$ cat src/rtl/mmm_pkg.sv
// Shared definitions for the Montgomery multiply sequencer: default widths,
// multiplier latency and the FSM state encoding.
package mmm_pkg;

    localparam int IDW_DEF     = 90;
    localparam int ODW_DEF     = 181;
    localparam int MUL_LAT_DEF = 4;

    typedef enum logic [2:0] {
        ST_IDLE  = 3'd0,
        ST_MUL_T = 3'd1,
        ST_MUL_M = 3'd2,
        ST_MUL_U = 3'd3,
        ST_ADD   = 3'd4,
        ST_SUB   = 3'd5,
        ST_DONE  = 3'd6
    } mmm_state_t;

endpackage

$ cat src/rtl/mmm_seq_ctrl.sv
// Montgomery product sequencer: drives an external fixed-latency multiplier
// through T = a*b, m = T*n', P = m*n, then reduces (T + P) / R into o_res.
module mmm_seq_ctrl
    import mmm_pkg::*;
#(
    parameter int IDW     = IDW_DEF,
    parameter int ODW     = ODW_DEF,
    parameter int MUL_LAT = MUL_LAT_DEF
) (
    input  logic           i_clk,
    input  logic           i_rstn,
    input  logic           i_start,
    input  logic [IDW-1:0] i_a,
    input  logic [IDW-1:0] i_b,
    input  logic [IDW-1:0] i_n,
    input  logic [IDW-1:0] i_nprime,
    output logic [IDW-1:0] o_mul_a,
    output logic [IDW-1:0] o_mul_b,
    input  logic [ODW-1:0] i_mul_res,
    output logic           o_busy,
    output logic           o_done,
    output logic [IDW-1:0] o_res
);

    localparam int CNT_W = (MUL_LAT > 0) ? $clog2(MUL_LAT + 1) : 1;
    localparam logic [CNT_W-1:0] CNT_LAST = CNT_W'(MUL_LAT);

    mmm_state_t       state;
    mmm_state_t       next_state;
    logic [CNT_W-1:0] cnt;
    logic [IDW-1:0]   a_r;
    logic [IDW-1:0]   b_r;
    logic [IDW-1:0]   n_r;
    logic [IDW-1:0]   np_r;
    logic [2*IDW-1:0] t_r;
    logic [IDW-1:0]   m_r;
    logic [2*IDW-1:0] p_r;
    logic [IDW:0]     u_r;
    logic             in_mul;
    logic             mul_last;
    logic             accept;

    assign in_mul   = (state == ST_MUL_T) || (state == ST_MUL_M) || (state == ST_MUL_U);
    assign mul_last = in_mul && (cnt == CNT_LAST);
    assign accept   = i_start && ((state == ST_IDLE) || (state == ST_DONE));

    always_ff @(posedge i_clk) begin
        if (!i_rstn) begin
            state <= ST_IDLE;
        end else begin
            state <= next_state;
        end
    end

    always_comb begin
        next_state = state;
        case (state)
            ST_IDLE:  if (i_start)  next_state = ST_MUL_T;
            ST_MUL_T: if (mul_last) next_state = ST_MUL_M;
            ST_MUL_M: if (mul_last) next_state = ST_MUL_U;
            ST_MUL_U: if (mul_last) next_state = ST_ADD;
            ST_ADD:   next_state = ST_SUB;
            ST_SUB:   next_state = ST_DONE;
            ST_DONE:  next_state = i_start ? ST_MUL_T : ST_IDLE;
            default:  next_state = ST_IDLE;
        endcase
    end

    always_comb begin
        o_mul_a = '0;
        o_mul_b = '0;
        o_busy  = 1'b1;
        o_done  = 1'b0;
        case (state)
            ST_IDLE: o_busy = 1'b0;
            ST_MUL_T: begin
                o_mul_a = a_r;
                o_mul_b = b_r;
            end
            ST_MUL_M: begin
                o_mul_a = t_r[IDW-1:0];
                o_mul_b = np_r;
            end
            ST_MUL_U: begin
                o_mul_a = m_r;
                o_mul_b = n_r;
            end
            ST_DONE: begin
                o_busy = 1'b0;
                o_done = 1'b1;
            end
            default: ;
        endcase
    end

    // The counter restarts at every phase change, so a product still in the
    // multiplier pipe from an aborted run can never line up with a capture.
    always_ff @(posedge i_clk) begin
        if (!i_rstn) begin
            cnt <= '0;
        end else if (in_mul && !mul_last) begin
            cnt <= cnt + 1'b1;
        end else begin
            cnt <= '0;
        end
    end

    always_ff @(posedge i_clk) begin
        if (!i_rstn) begin
            a_r   <= '0;
            b_r   <= '0;
            n_r   <= '0;
            np_r  <= '0;
            t_r   <= '0;
            m_r   <= '0;
            p_r   <= '0;
            u_r   <= '0;
            o_res <= '0;
        end else begin
            if (accept) begin
                a_r  <= i_a;
                b_r  <= i_b;
                n_r  <= i_n;
                np_r <= i_nprime;
            end
            if (mul_last && (state == ST_MUL_T)) t_r <= (2*IDW)'(i_mul_res);
            if (mul_last && (state == ST_MUL_M)) m_r <= IDW'(i_mul_res);
            if (mul_last && (state == ST_MUL_U)) p_r <= (2*IDW)'(i_mul_res);
            // Keep the carry of T + P: U can reach 2N-1, one bit wider than N.
            if (state == ST_ADD) begin
                u_r <= (IDW+1)'(({1'b0, t_r} + {1'b0, p_r}) >> IDW);
            end
            if (state == ST_SUB) begin
                if (u_r >= {1'b0, n_r}) begin
                    o_res <= IDW'(u_r - {1'b0, n_r});
                end else begin
                    o_res <= IDW'(u_r);
                end
            end
        end
    end

endmodule

$ cat config.mk
export PLATFORM = sky130hd
export DESIGN_NAME = mmm_seq_ctrl
export DESIGN_NICKNAME = d
export VERILOG_FILES = /design/src/rtl/mmm_pkg.sv /design/src/rtl/mmm_seq_ctrl.sv
export SDC_FILE = /design/constraint.sdc
export NUM_CORES = 2
export LEC_CHECK = 0
export BUFFER_PORTS_ARGS = -buffer_cell sky130_fd_sc_hd__buf_2
export CAP_MARGIN = 20
export CORE_ASPECT_RATIO = 1.5
export CORE_MARGIN = 5
export CORE_UTILIZATION = 50
export DETAILED_ROUTE_END_ITERATION = 6
export PLACE_DENSITY = 0.74
export SYNTH_ARGS = -nofsm -noshare
export SYNTH_HDL_FRONTEND = slang
export SYNTH_SLANG_ARGS = --single-unit
$ cat constraint.sdc
create_clock -name i_clk -period 3.4 [get_ports i_clk]
set_clock_uncertainty 0.05 [all_clocks]
set_input_delay 0.68 -clock i_clk [delete_from_list [all_inputs] [get_ports i_clk]]
set_output_delay 0.68 -clock i_clk [all_outputs]
set_load 0.005 [all_outputs]
==> impl_metrics.yaml <==
run_status:
  status: "finished with violations"
  violations: "design-rule violations, negative setup slack"
sta:
  drv_slew: 0
  slew_headroom: 0.157
  final_hold_viol_count: 0
  fin_hold_ws_ns: 0.132
  fmax_ghz: 0.265
  fin_crit_sh: 1.11
  fin_ws_ns: -0.375
  min_period_ns: 3.77
  setup_violations: 112
  rsz0062_at_grt: "yes"
  worstMarginPinSlew_ns: 1.27
global_route:
  antenna_found_initial: 24
  gr-total-overflow: 0
  grt_max_degree: 212
  grt_pass1_wl_mm: 374
  grtUsageTotal: 0.405
  grt_pass1_vias: 63251
clock_network:
  cts.path.max_buffers: 3
  cts_tree: "done"
  cts.sinks: 997
  path_clk_slew_ns: 0.07
  cts_root_buf: "clkbuf_16"
  clkLatencyLatePin_ns: 0.74
  hold_buffers: 0
  cts_made_buffers: 98
  cts_max_level: 3
placed_design:
  port_buffers: 814
  place.gp.congestion: 1.07
  dp_hpwl_mm: 197
power_and_ir_drop:
  cellPowerDensity_nw_per_um2: 347
  irDropWorstVdd_mv: 0.397
  p_leak_nw: 32.8
synthesis:
  async_flop_share: 0
  synth_warnings: 0
  synth-seq-area-share: 0.357
  synth_edf_count: 0
  netlist_area_um2: 55900
  synth.avg_cell_area_um2: 7.24
  ys_seq_elements: 997
  synth_cells: 7722
  synthFlopType: "dfxtp_1"
  syn-num-nets: 8538
  synth.distinct_cells: 87
drt:
  remaining_drc_errors: 2
  antenna_left: 0
  routed_wl_mm: 259
  drt_iter0_drc: 5399
  via_per_inst: 5.98
  wire_per_inst_um: 24.0
  vias: 64553
  drt_first_pass_iters: 7
floorplanning:
  io_pins: 816
  die_w_um: 283
  die_h_um: 420
  core-area_um2: 111000
  row_count: 150
  initial_utilization: 0.502
  die-area_um2: 119000
worst_setup_path:
  r2r-end: "u_r[85]"
  critical_path_peak_fanout: 3
  critical_path.most_common_cell: "buf_4"
  r2r_cells: 17
  cpPeakStageDelay_ns: 0.34
  crit_required_ns: 3.95
  crit_arrival_ns: 4.32
  crit_buf_inv: 4
  crit_type: "reg2reg"
  regToRegSetupSlack_ns: -0.37
  r2r_start: "t_r[87]"
  crit_chain: "ha_4 -> buf_6 -> nand4_1 -> buf_4 -> nor4_4 -> buf_4 -> nand4_1 -> buf_4 -> nor4b_4 -> and4_4 -> or3_4 -> o311ai_4 -> a21oi_4 -> a211oi_4 -> o31ai_2 -> xnor2_1 -> o21ai_1"
  cp-start-kind: "flop"
  crit_path_start: "t_r[87]"
  path_delay_family: "simple AND/OR/NAND/NOR gates"
  cp-end-kind: "flop"
  cp_slowest_cell: "dfxtp_2"
final_layout:
  syn_to_final_growth_pct: 38.6
  ff_latch_area_um2: 20100
  drive_above_1_share: 0.323
  fin_nets: 10072
  multi_input_area_um2: 37500
  fillCellCount: 9301
  utilization: 0.696
worst_hold_path:
  hold_class: "in2reg"
  hold_start: "i_b[25]"
  min_to: "b_r[25]"
  min_path_cells: 3
run:
  maxCapViolCount: 0
layer usage:
layer | vias to the layer above | track usage | wire, µm
li1 | 29891 | - | -
met1 | 30687 | 0.421 | 88800
met4 | 10 | 0.321 | 26400
met2 | 2985 | 0.717 | 125000
met3 | 980 | 0.0751 | 19000
met5 | - | 0 | 70
power breakdown:
group | leakage [nW] | switching [W] | internal, W | total, W
Sequential | 8.13 | 0.000175 | 0.0119 | 0.0121
Combinational | 23.0 | 0.00179 | 0.00112 | 0.00291
Clock | 1.71 | 0.00518 | 0.00670 | 0.0119
stage by stage:
| stage | power, W | worst slack, ns | cells | setup TNS (ns) | instance area (µm²) |
|---|---|---|---|---|---|
| after floorplan | 0.0136 | 0.0466 | 7722 | 0 | 55900 |
| final | 0.0269 | -0.375 | 10799 | -9.59 | 77500 |
| after detailed placement | 0.0150 | -0.719 | 10480 | -65.75 | 68100 |
| after global routing | 0.0276 | -0.489 | 10793 | -23.03 | 77500 |
| after global placement | 0.0150 | -0.642 | 10480 | -51.07 | 68100 |
| after CTS | 0.0268 | -0.311 | 10729 | -5.32 | 74600 |
Yosys cell counts, drive strengths merged (6+ instances only):
library cell | count | area, µm²
mux2 | 180 | 2030
a311oi | 63 | 552
o211ai | 25 | 193
a31oi | 54 | 344
a211oi | 21 | 163
dfxtp | 997 | 20000
nand2b | 26 | 163
o221ai | 9 | 78.8
nor2 | 470 | 1760
o21a | 26 | 195
xor2 | 49 | 429
nand2 | 2160 | 8110
inv | 171 | 642
nor2b | 32 | 200
mux2i | 6 | 60.1
nand3 | 78 | 390
ha | 271 | 3390
and3 | 20 | 130
o31ai | 27 | 208
or4 | 7 | 56.3
a21o | 147 | 1100
and2 | 17 | 106
a221oi | 15 | 131
o21bai | 72 | 541
a21boi | 17 | 128
a22oi | 182 | 1370
nand4 | 151 | 960
a221o | 12 | 120
o41ai | 7 | 76.3
o21ai | 304 | 1520
and4 | 10 | 87.6
clkbuf | 485 | 1820
nor3 | 75 | 380
buf | 32 | 141
or2 | 10 | 62.6
o31a | 6 | 52.6
nor4 | 24 | 150
xnor2 | 106 | 928
a31o | 6 | 52.6
or3 | 18 | 118
a21oi | 1267 | 6350
o2111ai | 7 | 61.3
state kept, by name (all words and copies together), names as in the netlist:
name,cells
cnt,3
t_r,180
m_r,90
u_r,91
state,3
np_r,90
a_r,90
o_res,90
n_r,90
p_r,180
b_r,90
worst register-to-register path, cell delays in order, from the launching register on:
cell and delay, ns:
dfxtp_2 0.34, ha_4 0.27, buf_6 0.09, nand4_1 0.13, buf_4 0.18, nor4_4 0.28, buf_4 0.16, nand4_1 0.16
buf_4 0.22, nor4b_4 0.23, and4_4 0.30, or3_4 0.15, o311ai_4 0.15, a21oi_4 0.29, a211oi_4 0.12, o31ai_2 0.27
xnor2_1 0.17, o21ai_1 0.09
layout by cell type, fill, tap and decap left out, drive strengths merged, types with 106 or more instances in the layout:
cell and n:
nand2 2160, buf 1941, a21oi 1267, dfxtp 997, nor2 470, o21ai 304, ha 271, inv 183
a22oi 182, mux2 180, nand4 151, a21o 147, clkbuf 141, xnor2 106
area by class of cell:
type / instances / share of cell area
clock inverters: 49 / 0.00820
repair buffers: 1951 / 0.179
flip-flops and latches: 997 / 0.259
clock buffers: 132 / 0.0367
diodes: 18 / 0.000581
inverters: 172 / 0.00846
well taps: 1444 / 0.0233
multi-input cells: 6036 / 0.484
what timing repair did:
item,CTS,global route
pin swaps,204,288
buffers inserted,68,65
resized for setup,484,549
gates cloned,8,10
endpoints found under the setup margin,192,172
cells by family after synthesis:
kind of cell / share of synthesized area
simple gates: 0.230
compound gates: 0.244
flops: 0.357
buf+inv: 0.0466
fa+ha+maj: 0.0610
mux: 0.0373
xor+xnor: 0.0243
worst max-delay path by stage:
| stage | depth (start not counted) | slack, ns | endpoint |
|---|---|---|---|
| 6_report | 17 | -0.37 | u_r[85] |
| 5_1_grt | 19 | -0.49 | u_r[85] |
| 4_1_cts | 20 | -0.31 | u_r[33] |
| 3_5_place_dp | 15 | -0.72 | u_r[78] |
| 3_3_place_gp | 17 | -0.64 | u_r[68] |
| 2_1_floorplan | 16 | 0.05 | o_res[82] |
Note: power is estimated with default switching activity, not from simulation.
